### src/rtl/pwm_multi_gen.sv
// Multi-channel PWM generator: per-channel period/duty/phase/burst with
// double-buffered configuration that takes effect at the period wrap point.
module pwm_multi_gen #(
    parameter int NUM_CH = 4,
    parameter int CNT_W  = 16
) (
    input  logic              clk_50M_o,
    input  logic              rst_n,
    input  logic              cfg_we,
    input  logic [3:0]        cfg_ch,
    input  logic              cfg_en,
    input  logic [CNT_W-1:0]  cfg_period,
    input  logic [CNT_W-1:0]  cfg_duty,
    input  logic [CNT_W-1:0]  cfg_phase,
    input  logic [7:0]        cfg_burst,
    output logic              cfg_ack,
    output logic              cfg_err,
    output logic [NUM_CH-1:0] pwm_out,
    output logic [NUM_CH-1:0] busy,
    output logic [NUM_CH-1:0] done
);

    typedef enum logic [1:0] {
        ST_IDLE = 2'd0,
        ST_RUN  = 2'd1,
        ST_STOP = 2'd2
    } state_t;

    localparam logic [CNT_W-1:0] CNT_ZERO = {CNT_W{1'b0}};
    localparam logic [CNT_W-1:0] CNT_ONE  = {{(CNT_W-1){1'b0}}, 1'b1};

    state_t             state_r  [NUM_CH];
    state_t             state_s  [NUM_CH];
    logic [CNT_W-1:0]   per_r    [NUM_CH];
    logic [CNT_W-1:0]   per_s    [NUM_CH];
    logic [CNT_W-1:0]   duty_r   [NUM_CH];
    logic [CNT_W-1:0]   duty_s   [NUM_CH];
    logic [7:0]         burst_r  [NUM_CH];
    logic [7:0]         burst_s  [NUM_CH];
    logic [CNT_W-1:0]   cnt_r    [NUM_CH];
    logic [CNT_W-1:0]   cnt_s    [NUM_CH];
    logic [7:0]         bc_r     [NUM_CH];
    logic [7:0]         bc_s     [NUM_CH];
    logic [7:0]         bc_inc_s [NUM_CH];
    logic [CNT_W-1:0]   pper_r   [NUM_CH];
    logic [CNT_W-1:0]   pper_s   [NUM_CH];
    logic [CNT_W-1:0]   pduty_r  [NUM_CH];
    logic [CNT_W-1:0]   pduty_s  [NUM_CH];
    logic [7:0]         pburst_r [NUM_CH];
    logic [7:0]         pburst_s [NUM_CH];
    logic [NUM_CH-1:0]  pend_v_r;
    logic [NUM_CH-1:0]  pend_v_s;
    logic [NUM_CH-1:0]  hit_s;
    logic [NUM_CH-1:0]  wrap_s;
    logic [NUM_CH-1:0]  pwm_s;
    logic [NUM_CH-1:0]  busy_s;
    logic [NUM_CH-1:0]  done_s;
    logic               wr_ok_s;

    assign wr_ok_s = cfg_we && ({1'b0, cfg_ch} < 5'(NUM_CH)) && (cfg_period != CNT_ZERO);

    // Per-channel write decode, wrap detect and saturating completed-period count
    always_comb begin
        hit_s  = {NUM_CH{1'b0}};
        wrap_s = {NUM_CH{1'b0}};
        for (int i = 0; i < NUM_CH; i++) begin
            hit_s[i]    = wr_ok_s && (cfg_ch == 4'(i));
            wrap_s[i]   = (cnt_r[i] == per_r[i]);
            bc_inc_s[i] = (bc_r[i] == 8'hFF) ? 8'hFF : (bc_r[i] + 8'd1);
        end
    end

    // Channel FSM next state: wrap actions use pre-write registers, the write is layered on top
    always_comb begin
        state_s  = state_r;
        per_s    = per_r;
        duty_s   = duty_r;
        burst_s  = burst_r;
        cnt_s    = cnt_r;
        bc_s     = bc_r;
        pper_s   = pper_r;
        pduty_s  = pduty_r;
        pburst_s = pburst_r;
        pend_v_s = pend_v_r;
        pwm_s    = {NUM_CH{1'b0}};
        busy_s   = {NUM_CH{1'b0}};
        done_s   = {NUM_CH{1'b0}};
        for (int i = 0; i < NUM_CH; i++) begin
            pwm_s[i] = (state_r[i] != ST_IDLE) && (cnt_r[i] < duty_r[i]);
            case (state_r[i])
                ST_IDLE: begin
                    cnt_s[i] = CNT_ZERO;
                    bc_s[i]  = 8'd0;
                    if (hit_s[i] && cfg_en) begin
                        per_s[i]    = cfg_period;
                        duty_s[i]   = cfg_duty;
                        burst_s[i]  = cfg_burst;
                        cnt_s[i]    = (cfg_phase > cfg_period) ? CNT_ZERO : cfg_phase;
                        pend_v_s[i] = 1'b0;
                        state_s[i]  = ST_RUN;
                    end else begin
                        state_s[i] = ST_IDLE;
                    end
                end
                ST_RUN, ST_STOP: begin
                    if (wrap_s[i]) begin
                        cnt_s[i] = CNT_ZERO;
                        if (state_r[i] == ST_STOP) begin
                            state_s[i] = ST_IDLE;
                            bc_s[i]    = 8'd0;
                            done_s[i]  = 1'b1;
                        end else if ((burst_r[i] != 8'd0) && (bc_inc_s[i] == burst_r[i])) begin
                            state_s[i] = ST_IDLE;
                            bc_s[i]    = 8'd0;
                            done_s[i]  = 1'b1;
                        end else if (pend_v_r[i]) begin
                            per_s[i]    = pper_r[i];
                            duty_s[i]   = pduty_r[i];
                            burst_s[i]  = pburst_r[i];
                            pend_v_s[i] = 1'b0;
                            bc_s[i]     = 8'd0;
                        end else begin
                            bc_s[i] = bc_inc_s[i];
                        end
                    end else begin
                        cnt_s[i] = cnt_r[i] + CNT_ONE;
                    end
                    if (hit_s[i] && cfg_en) begin
                        pper_s[i]   = cfg_period;
                        pduty_s[i]  = cfg_duty;
                        pburst_s[i] = cfg_burst;
                        pend_v_s[i] = 1'b1;
                        // A channel ending this very edge stays idle; the write just parks in pending
                        state_s[i]  = (state_s[i] == ST_IDLE) ? ST_IDLE : ST_RUN;
                    end else if (hit_s[i] && (state_s[i] == ST_RUN)) begin
                        state_s[i] = ST_STOP;
                    end else begin
                        state_s[i] = state_s[i];
                    end
                end
                default: begin
                    state_s[i] = ST_IDLE;
                    cnt_s[i]   = CNT_ZERO;
                    bc_s[i]    = 8'd0;
                end
            endcase
            busy_s[i] = (state_s[i] != ST_IDLE);
        end
    end

    // State, configuration and output registers
    always_ff @(posedge clk_50M_o or negedge rst_n) begin
        if (!rst_n) begin
            for (int i = 0; i < NUM_CH; i++) begin
                state_r[i]  <= ST_IDLE;
                per_r[i]    <= CNT_ZERO;
                duty_r[i]   <= CNT_ZERO;
                burst_r[i]  <= 8'd0;
                cnt_r[i]    <= CNT_ZERO;
                bc_r[i]     <= 8'd0;
                pper_r[i]   <= CNT_ZERO;
                pduty_r[i]  <= CNT_ZERO;
                pburst_r[i] <= 8'd0;
            end
            pend_v_r <= {NUM_CH{1'b0}};
            pwm_out  <= {NUM_CH{1'b0}};
            busy     <= {NUM_CH{1'b0}};
            done     <= {NUM_CH{1'b0}};
            cfg_ack  <= 1'b0;
            cfg_err  <= 1'b0;
        end else begin
            for (int i = 0; i < NUM_CH; i++) begin
                state_r[i]  <= state_s[i];
                per_r[i]    <= per_s[i];
                duty_r[i]   <= duty_s[i];
                burst_r[i]  <= burst_s[i];
                cnt_r[i]    <= cnt_s[i];
                bc_r[i]     <= bc_s[i];
                pper_r[i]   <= pper_s[i];
                pduty_r[i]  <= pduty_s[i];
                pburst_r[i] <= pburst_s[i];
            end
            pend_v_r <= pend_v_s;
            pwm_out  <= pwm_s;
            busy     <= busy_s;
            done     <= done_s;
            cfg_ack  <= wr_ok_s;
            cfg_err  <= cfg_we && !wr_ok_s;
        end
    end

endmodule

### config.mk
export PLATFORM = sky130hd
export DESIGN_NAME = pwm_multi_gen
export DESIGN_NICKNAME = d
export VERILOG_FILES = /design/src/rtl/pwm_multi_gen.sv
export SDC_FILE = /design/constraint.sdc
export NUM_CORES = 1
export LEC_CHECK = 0
export CAP_MARGIN = 20
export CORE_MARGIN = 2
export CORE_UTILIZATION = 35
export DETAILED_ROUTE_END_ITERATION = 8
export GPL_TIMING_DRIVEN = 0
export PLACE_DENSITY = 0.48
export SYNTH_ARGS = -nofsm -noshare
export SYNTH_HDL_FRONTEND = slang
export SYNTH_SLANG_ARGS = --single-unit
export TNS_END_PERCENT = 50
### constraint.sdc
create_clock -name clk_50M_o -period 3.86 [get_ports clk_50M_o]
set_input_delay 0.579 -clock clk_50M_o [delete_from_list [all_inputs] [get_ports clk_50M_o]]
set_output_delay 0.579 -clock clk_50M_o [all_outputs]
set_load 0.03 [all_outputs]
# Yosys cells after proc, flatten, opt, wreduce, memory -nomap -nowiden
# Cells that the tools add are included.
[word_totals]
inputBits = 64
regBits = 442
out_inout_bits = 14
[classes]
reduce_logical = 66
n_eq_ne = 59
addsub = 8
order_cmp = 6
muxes = 185
[op_table]
columns = ["operator", "n"]
rows = [
  ["2-to-1 mux 16 bit", 49],
  ["case mux 16 bit (2 select lines)", 12],
  ["2-to-1 mux 8 bit", 44],
  ["adder 16 x 1 -> 16 bit (second input constant)", 4],
  ["equality test 16 bit", 4],
  ["< comparator 16 bit", 4],
  ["case mux 8 bit (2 select lines)", 4],
  ["2-to-1 mux 2 bit", 24],
  ["2-to-1 mux 1 bit", 44],
  ["inequality test 2 bit (second input constant)", 20],
  ["inequality test 3 bit (second input constant)", 12],
  ["adder 8 x 1 -> 8 bit (second input constant)", 4],
  ["equality test 8 bit", 4],
  ["equality test 8 bit (second input constant)", 4],
  ["nonzero test 8 bit", 4],
  ["AND reduction 6 bit", 4],
  ["nonzero test 2 bit", 12],
  ["logical AND 1 bit", 23],
  ["AND reduction 5 bit", 4],
  ["equality test 2 x 1 -> 1 bit (second input constant)", 8],
  ["> comparator 16 bit", 1],
  ["zero test 2 bit", 8],
  ["case mux 2 bit (2 select lines)", 4],
  ["nonzero test 16 bit", 1],
  ["9 further kinds", 22],
]

# Logic depth before layout (Yosys ltp)
# Gate-level depths: netlist of run 1.
[logic_depth]
ltp_word = 14
depth_mapped = 11

# Worst setup path after synthesis of run 1
# Ideal clock, no wire load.
[synth_path]
path_kind = "register -> register"
startpoint = "register bc_r[16] in the netlist's numbering"
endpoint = "register burst_r[20] in the netlist's numbering"
stages_incl_launch_ff = 11
arrival_time_ns = 2.859
path_slack_ns = 0.876
path_buffers = 2
path_cell_list = "dfrtp_1 ha_1 and3_4 or4b_4 o21ai_2 mux2i_1 o41a_1 a41o_1 buf_6 buf_12 mux2_4"
[synth_between]
elab_chain_cells = 6
elab_cells_between_ends = 7
cone_classes = "add/sub (1); eq/ne (3); mux (1); reduce/logical (2)"
[synth_lines]
columns = ["element", "line_no", "text"]
rows = [
  ["from (decl)", "42", "logic [7:0] bc_r [NUM_CH];"],
  ["from (signal, indexed assignment)", "178", "bc_r[i] <= bc_s[i];"],
  ["adder 8 x 1 -> 8 bit or equality test 8 bit (tied branches)", "69", "bc_inc_s[i] = (bc_r[i] == 8'hFF) ? 8'hFF : (bc_r[i] + 8'd1);"],
  ["2-to-1 mux 8 bit *", "69", ""],
  ["equality test 8 bit *", "112", "end else if ((burst_r[i] != 8'd0) && (bc_inc_s[i] == burst_r[i])) begin"],
  ["logical AND 1 bit *", "112", ""],
  ["inequality test 2 bit (no source line) *", "--", ""],
  ["AND reduction 6 bit (no source line) *", "--", ""],
  ["to (signal, indexed assignment)", "176", "burst_r[i] <= burst_s[i];"],
  ["to (decl)", "38", "logic [7:0] burst_r [NUM_CH];"],
]
# Every way passes the cells marked *; elsewhere a longest branch is shown, timed or not.
# A chain may end at the register's enable or synchronous reset.

==> impl_metrics.yaml, run 1 <==
global_routing:
  busiest_layer: "met2"
  grt_start_max_net_pins: 121
  grt_use_met1_pct: 27.68
  grt_pass1_vias: 17210
  grt-ovfl-total: 0
  grtUsageTotal_pct: 19.97
  use_met2_pct: 32.36
  grt_pass1_wl_um: 107300
  use_met3_pct: 2.629
  antenna_found_initial: 1
floorplan:
  coreArea_mm2: 0.06704
  std_cell_rows: 95
  initial_core_util_pct: 35.26
  ios: 78
  die_area_mm2: 0.06963
  chipWidth_um: 263.9
  die_h_um: 263.9
sta:
  clock_skew_ps: 14.45
  layout_setup_ws_ps: 220.4
  finalCritPeriodShare_pct: 94.29
  hold_ws_ps: 475.6
  setup_viol: 0
  rsz0062_at_grt: "false"
  hold_viol_final: 0
  slew_headroom_pct: 38.12
  maxSlewViolCount: 0
  period_minus_slack_ps: 3640
  max_freq_mhz: 274.8
  tightest_slew_ps: 924.7
synthesis:
  synth_area_leaders: "dfrtp_1 47%, mux2_2 11%, ha_1 5.1%, mux2i_1 3.9%, nand2_1 3.4%"
  yosysWarningCount: 0
  synthesis.nets: 2360
  synth-async-reset-ratio_pct: 100.0
  syn_area_mm2: 0.02364
  synth-main-ff-cell: "dfrtp_1"
  ys_types: 75
  synth_cells: 2200
  synth-seq-cells: 442
  synth_top_area_share_pct: 46.79
  yosysTopAreaCell: "dfrtp_1"
  ys_seq_area_share_pct: 46.79
  synth_edf_count: 0
  syn_area_per_cell_um2: 10.74
worst_setup_path:
  path_class: "primary input to flip-flop"
  worst-path-stages: 12
  crit_end: "cnt_r[34]$_DFF_PN0_"
  path_cells: "clkdlybuf4s50_1 > inv_1 > ha_1 > nor2b_1 > o21a_1 > o21a_1 > o21ai_0 > a21oi_1 > o31a_1 > o21ai_2 > clkbuf_1 > a32o_1"
  crit_buf_inv: 3
  path_common_cell: "o21a_1"
  arrival_ps: 4170
  cp-start-kind: "primary input"
  cp_top_family: "compound AO/OA/AOI/OAI gates"
  startpoint: "cfg_period[1]"
  crit_path_max_fanout: 10
  reg2reg_from: "bc_r[8]$_DFFE_PN0N_"
  critPathCaptureType: "flip-flop"
  r2r_cells: 11
  r2r_slack_ps: 320
  r2r_end: "burst_r[8]$_DFFE_PN0P_"
  critPathSlowestCell: "clkbuf_1"
  cp.required_ps: 4390
  critPathMaxStageDelay_ps: 610
placement:
  place_area_mm2: 0.02562
  hpwl_um: 51130
  placed_cells: 3155
  gp_congestion: 0.8642
  dp_slack_ps: -916.1
  portBuffers: 76
layout:
  nFillCells: 6535
  stdcell_area_mm2: 0.02734
  antenna_cells: 0
  fin_nets: 2497
  layout.cells.non_filler: 3249
  final_common_cell: "dfrtp_1"
  syn_to_final_growth_pct: 15.66
  final_layout_size_suffix_gt1_share_pct: 16.54
  final_cell_mix: "442 x dfrtp_1, 226 x mux2_2, 216 x nand2_1, 153 x o21ai_0, 115 x inv_1"
clock_network:
  cts_tree: "done"
  clockBufferDepth: 3
  cts_root_buf: "clkbuf_16"
  htreeDepth: 2
  post_cts_buffers: 0
  path_clk_slew_ps: 60
  clkLatencyLatePin_ps: 600
  cts_buffers: 53
  cts.sinks: 442
route:
  vias: 17330
  postRouteAntennaNets: 0
  drc: 0
  drt_wl_total_um: 69340
  vias_per_cell: 5.334
  first_pass_iters: 7
  dr.first_iter.drc_count: 1307
  avgRoutedWirePerCell_um: 21.34
worst_hold_path:
  min_path_type: "primary input to flip-flop"
power_and_ir_drop:
  p_switching_mw: 3.028
  combPwrFrac_pct: 12.0
  clkPwrFrac_pct: 42.4
  totalPowerFinal_mw: 11.62
  peakVddDrop_mv: 0.3635
  cellPowerDensity_mw_per_mm2: 425.2
  power.share.switching_pct: 26.05
  p_int_mw: 8.595
  leakagePower_nw: 12.33
  p_seq_share_pct: 45.5
run_status:
  status: "complete, no violations"
flow_run:
  cap_violations: 0
[synth_stat cells, drive strengths merged (6+ instances only)]
cell    count
a21o       35
nand2b     10
mux2      257
or3         6
o21ai     171
nor2b      20
ha         96
and3       19
mux2i      92
inv       115
a21oi      53
a32o       45
nand3      41
and2       14
a31oi      21
a211oi      6
o21a       13
nand4      35
nor3       29
a41oi       6
xor2       81
nand2     216
o211ai      9
buf        26
o22a        6
and4       10
nor2       89
clkbuf     76
xnor2      52
a31o       21
nor4       24
dfrtp     442
[power by group through the flow]
stage	registers, mW	clock network (mW)	logic, mW
5_1_grt	5.34	5.29	1.57
3_3_place_gp	5.38	0	1.35
3_5_place_dp	5.37	0	1.41
2_1_floorplan	5.28	0	0.893
4_1_cts	5.29	5.10	1.42
6_report	5.29	4.93	1.40
[flip-flops by register name, indices dropped and copies added, names as in the netlist, 8 cells and up]
signal,cells
bc_r,32
pburst_r,32
duty_r,64
per_r,64
pduty_r,64
pper_r,64
cnt_r,64
state_r,8
burst_r,32
[cells by family (layout without fill, tap and decap cells)]
group           count (synthesis)  after routing  share of synthesized area, %
fa+ha+maj                      96             96                         5.082
flops                         442            442                         46.79
buf+inv                       217            393                         3.742
compound gates                429            429                         12.11
xor+xnor                      134            134                         5.024
mux                           349            349                         16.46
simple gates                  533            533                         10.79
[tightest hold or removal path, stage by stage]
cell and delay [ps]:
clkbuf_1 200, nand3_1 170, a21oi_1 70
[cell type report]
class / count / area, um2 / share of cell area, %
plain buffers: 101 / 450.4 / 1.648
clock buffers: 76 / 1565 / 5.725
clock inverters: 18 / 143.9 / 0.5263
inverters: 115 / 431.7 / 1.579
multi-input cells: 1541 / 11700 / 42.80
flip-flops and latches: 442 / 11060 / 40.46
well taps: 873 / 1092 / 3.995
repair buffers: 83 / 893.4 / 3.268
[worst min path at each step]
stage,depth (start not counted),startpoint,slack [ps],to
floorplan,0,rst_n,280,bc_r[0]$_DFFE_PN0N_
detailed placement,2,pper_r[31]$_DFFE_PN0P_,470,pper_r[31]$_DFFE_PN0P_
CTS,3,cfg_ch[1],430,pend_v_r[2]$_DFFE_PN0P_
global route,3,cfg_ch[1],490,pend_v_r[2]$_DFFE_PN0P_
global placement,2,pper_r[62]$_DFFE_PN0P_,460,pper_r[62]$_DFFE_PN0P_
finish,3,cfg_ch[1],480,pend_v_r[2]$_DFFE_PN0P_
[per-layer routing]
layer	vias to the layer above	share of wire, %	routed length [um]
met5	-	0	0
met4	0	3.1	2143
met3	111	3.8	2610
met2	386	47	32430
met1	8673	46	32160
li1	8161	-	-
[timing repair]
action / CTS / global route
hold buffers: 1 / 0
hold endpoints to repair: 52 / 0
gates resized for setup: 3 / 3
setup endpoints to repair: 156 / 91
[through the flow]
| stage | TNS (ps) | utilization [%] |
|---|---|---|
| 3_5_place_dp | -204650 | 38.22 |
| 6_report | 0 | 40.78 |
| 4_1_cts | 0 | 40.79 |
| 5_1_grt | 0 | 40.78 |
| 3_3_place_gp | -8279140 | 38.02 |
| 2_1_floorplan | 0 | - |
(Power assumes the default switching activity.)
==> run 2, diff against run 1 <==
Settings changed: CORE_MARGIN 2 to not set.
==> run 2 against run 1 <==
  * First-iteration DRC count down 5.7%
  * Via count hardly changed
  * Fmax grew 1.3%
  * Critical path depth unchanged
  * Global-route usage up 0.26 points
  * Design area is essentially flat
  * Setup slack improved by 47 ps
  * Non-clock buffer count is the same
  * Final cell count down 0.25%
  * Die area down 1.5%
  * Critical path type unchanged
  * Critical endpoint is now cnt_r[32]$_DFF_PN0_
  * Largest power group unchanged
==> impl_metrics.yaml, run 2 (synthesized netlist as in run 1, its figures left out) <==
global_routing:
  grt_pass1_vias: 17020
  grt_pass1_wl_um: 105000
  antenna_found_initial: 1
  grt_start_max_net_pins: 105
  grt-ovfl-total: 0
  grtUsageTotal_pct: 20.24
floorplan:
  coreArea_mm2: 0.06633
  die_h_um: 261.9
  std_cell_rows: 94
  chipWidth_um: 261.9
  initial_core_util_pct: 35.63
  die_area_mm2: 0.06858
  ios: 78
worst_setup_path:
  r2r_slack_ps: 320
  crit_end: "cnt_r[32]$_DFF_PN0_"
  startpoint: "cfg_period[1]"
  crit_path_max_fanout: 10
  path_cells: "clkdlybuf4s50_1 > inv_1 > ha_1 > nor2b_1 > o21a_1 > o21a_1 > o21ai_0 > a21oi_1 > o31a_1 > o21ai_2 > clkbuf_1 > a32o_1"
  reg2reg_from: "bc_r[8]$_DFFE_PN0N_"
  path_class: "primary input to flip-flop"
  r2r_cells: 11
  cp.required_ps: 4390
  critPathCaptureType: "flip-flop"
  arrival_ps: 4120
  critPathMaxStageDelay_ps: 620
  cp-start-kind: "primary input"
  critPathSlowestCell: "clkbuf_1"
  r2r_end: "duty_r[16]$_DFFE_PN0P_"
  path_common_cell: "o21a_1"
layout:
  final_util_pct: 41.19
  fin_nets: 2497
  syn_to_final_growth_pct: 15.60
  layout.cells.non_filler: 3241
  multiInputGateArea_mm2: 0.01171
  final_cell_mix: "442 x dfrtp_1, 226 x mux2_2, 216 x nand2_1, 153 x o21ai_0, 115 x inv_1"
  regArea_mm2: 0.01106
  final_common_cell: "dfrtp_1"
  final_layout_size_suffix_gt1_share_pct: 16.42
  stdcell_area_mm2: 0.02732
  nFillCells: 6467
sta:
  period_minus_slack_ps: 3592
  clock_skew_ps: 22.98
  max_freq_mhz: 278.4
  tightest_slew_ps: 812.0
  tns_ps: 0
  rsz0062_at_grt: "false"
  setup_viol: 0
  finalCritPeriodShare_pct: 93.06
  hold_viol_final: 0
  slew_headroom_pct: 45.66
  maxSlewViolCount: 0
flow_run:
  cap_violations: 0
placement:
  hpwl_um: 51200
  placed_cells: 3145
  gp_congestion: 0.8501
  portBuffers: 76
  place_area_mm2: 0.02560
route:
  drc: 0
  postRouteAntennaNets: 0
  avgRoutedWirePerCell_um: 21.28
  drt_wl_total_um: 68980
  vias: 17340
  vias_per_cell: 5.349
  dr.first_iter.drc_count: 1233
  first_pass_iters: 5
clock_network:
  cts_tree: "done"
  clockBufferDepth: 3
  clkLatencyLatePin_ps: 610
  htreeDepth: 2
  cts_root_buf: "clkbuf_16"
  path_clk_slew_ps: 60
  cts_buffers: 53
  cts.sinks: 442
power_and_ir_drop:
  leakagePower_nw: 12.31
  totalPowerFinal_mw: 11.61
  cellPowerDensity_mw_per_mm2: 425.0
  peakVddDrop_mv: 0.3203
worst_hold_path:
  min_path_type: "primary input to asynchronous set/reset pin"
run_status:
  status: "complete, no violations"
[run 2: final cells by class]
| type | count | area share (%) |
|---|---|---|
| tap | 864 | 3.956 |
| timing repair buffer | 82 | 3.242 |
| clock buffer | 82 | 5.884 |
| sequential | 442 | 40.48 |
| inverter | 115 | 1.580 |
| antenna | 2 | 0.01832 |
| clock inverter | 11 | 0.3205 |
| multi-input combinational | 1541 | 42.85 |
| buffer | 102 | 1.671 |
[run 2: routing by layer]
layer / routed length [um] / global-route usage (%) / vias up
li1: - / - / 8170
met2: 31820 / 32.13 / 398
met1: 32330 / 28.21 / 8645
met4: 2321 / 7.138 / 0
met5: 0 / 0 / -
met3: 2508 / 2.730 / 124
[run 2: critical path: cells and delay by family]
family                     cells  cell delay [ps]
buffers and inverters          3             1460
adders and majority gates      1              340
AOI/OAI and AO/OA              7             1580
and+or+nand+nor                1              130
[run 2: repair_timing]
item | CTS | global route
gates resized for setup | 6 | 2
setup endpoints to repair | 181 | 30
endpoints found under the hold margin | 31 | 0
buffers inserted | 0 | 0
hold buffers | 1 | 0
[run 2: worst min path at each step]
stage                                       end  slack, ps  cells after the start
final                       bc_r[4]$_DFFE_PN0N_        450                      2
after floorplan             bc_r[0]$_DFFE_PN0N_        280                      0
after detailed placement    bc_r[4]$_DFFE_PN0N_        470                      1
after global routing        bc_r[4]$_DFFE_PN0N_        440                      2
after CTS                   bc_r[4]$_DFFE_PN0N_        420                      2
after global placement    pper_r[6]$_DFFE_PN0P_        460                      2
[run 2: where the power goes]
group	switching, mW	internal (mW)
combinational	0.767	0.643
clock	2.01	2.90
sequential	0.262	5.03
[run 2: metrics by stage]
step                      hold slack [ps]  worst slack [ps]
after floorplan                     283.4             876.0
after detailed placement            470.7             -1045
final                               450.5             267.9
after global placement              463.3            -18130
after CTS                           424.5             94.93
after global routing                441.7             74.85
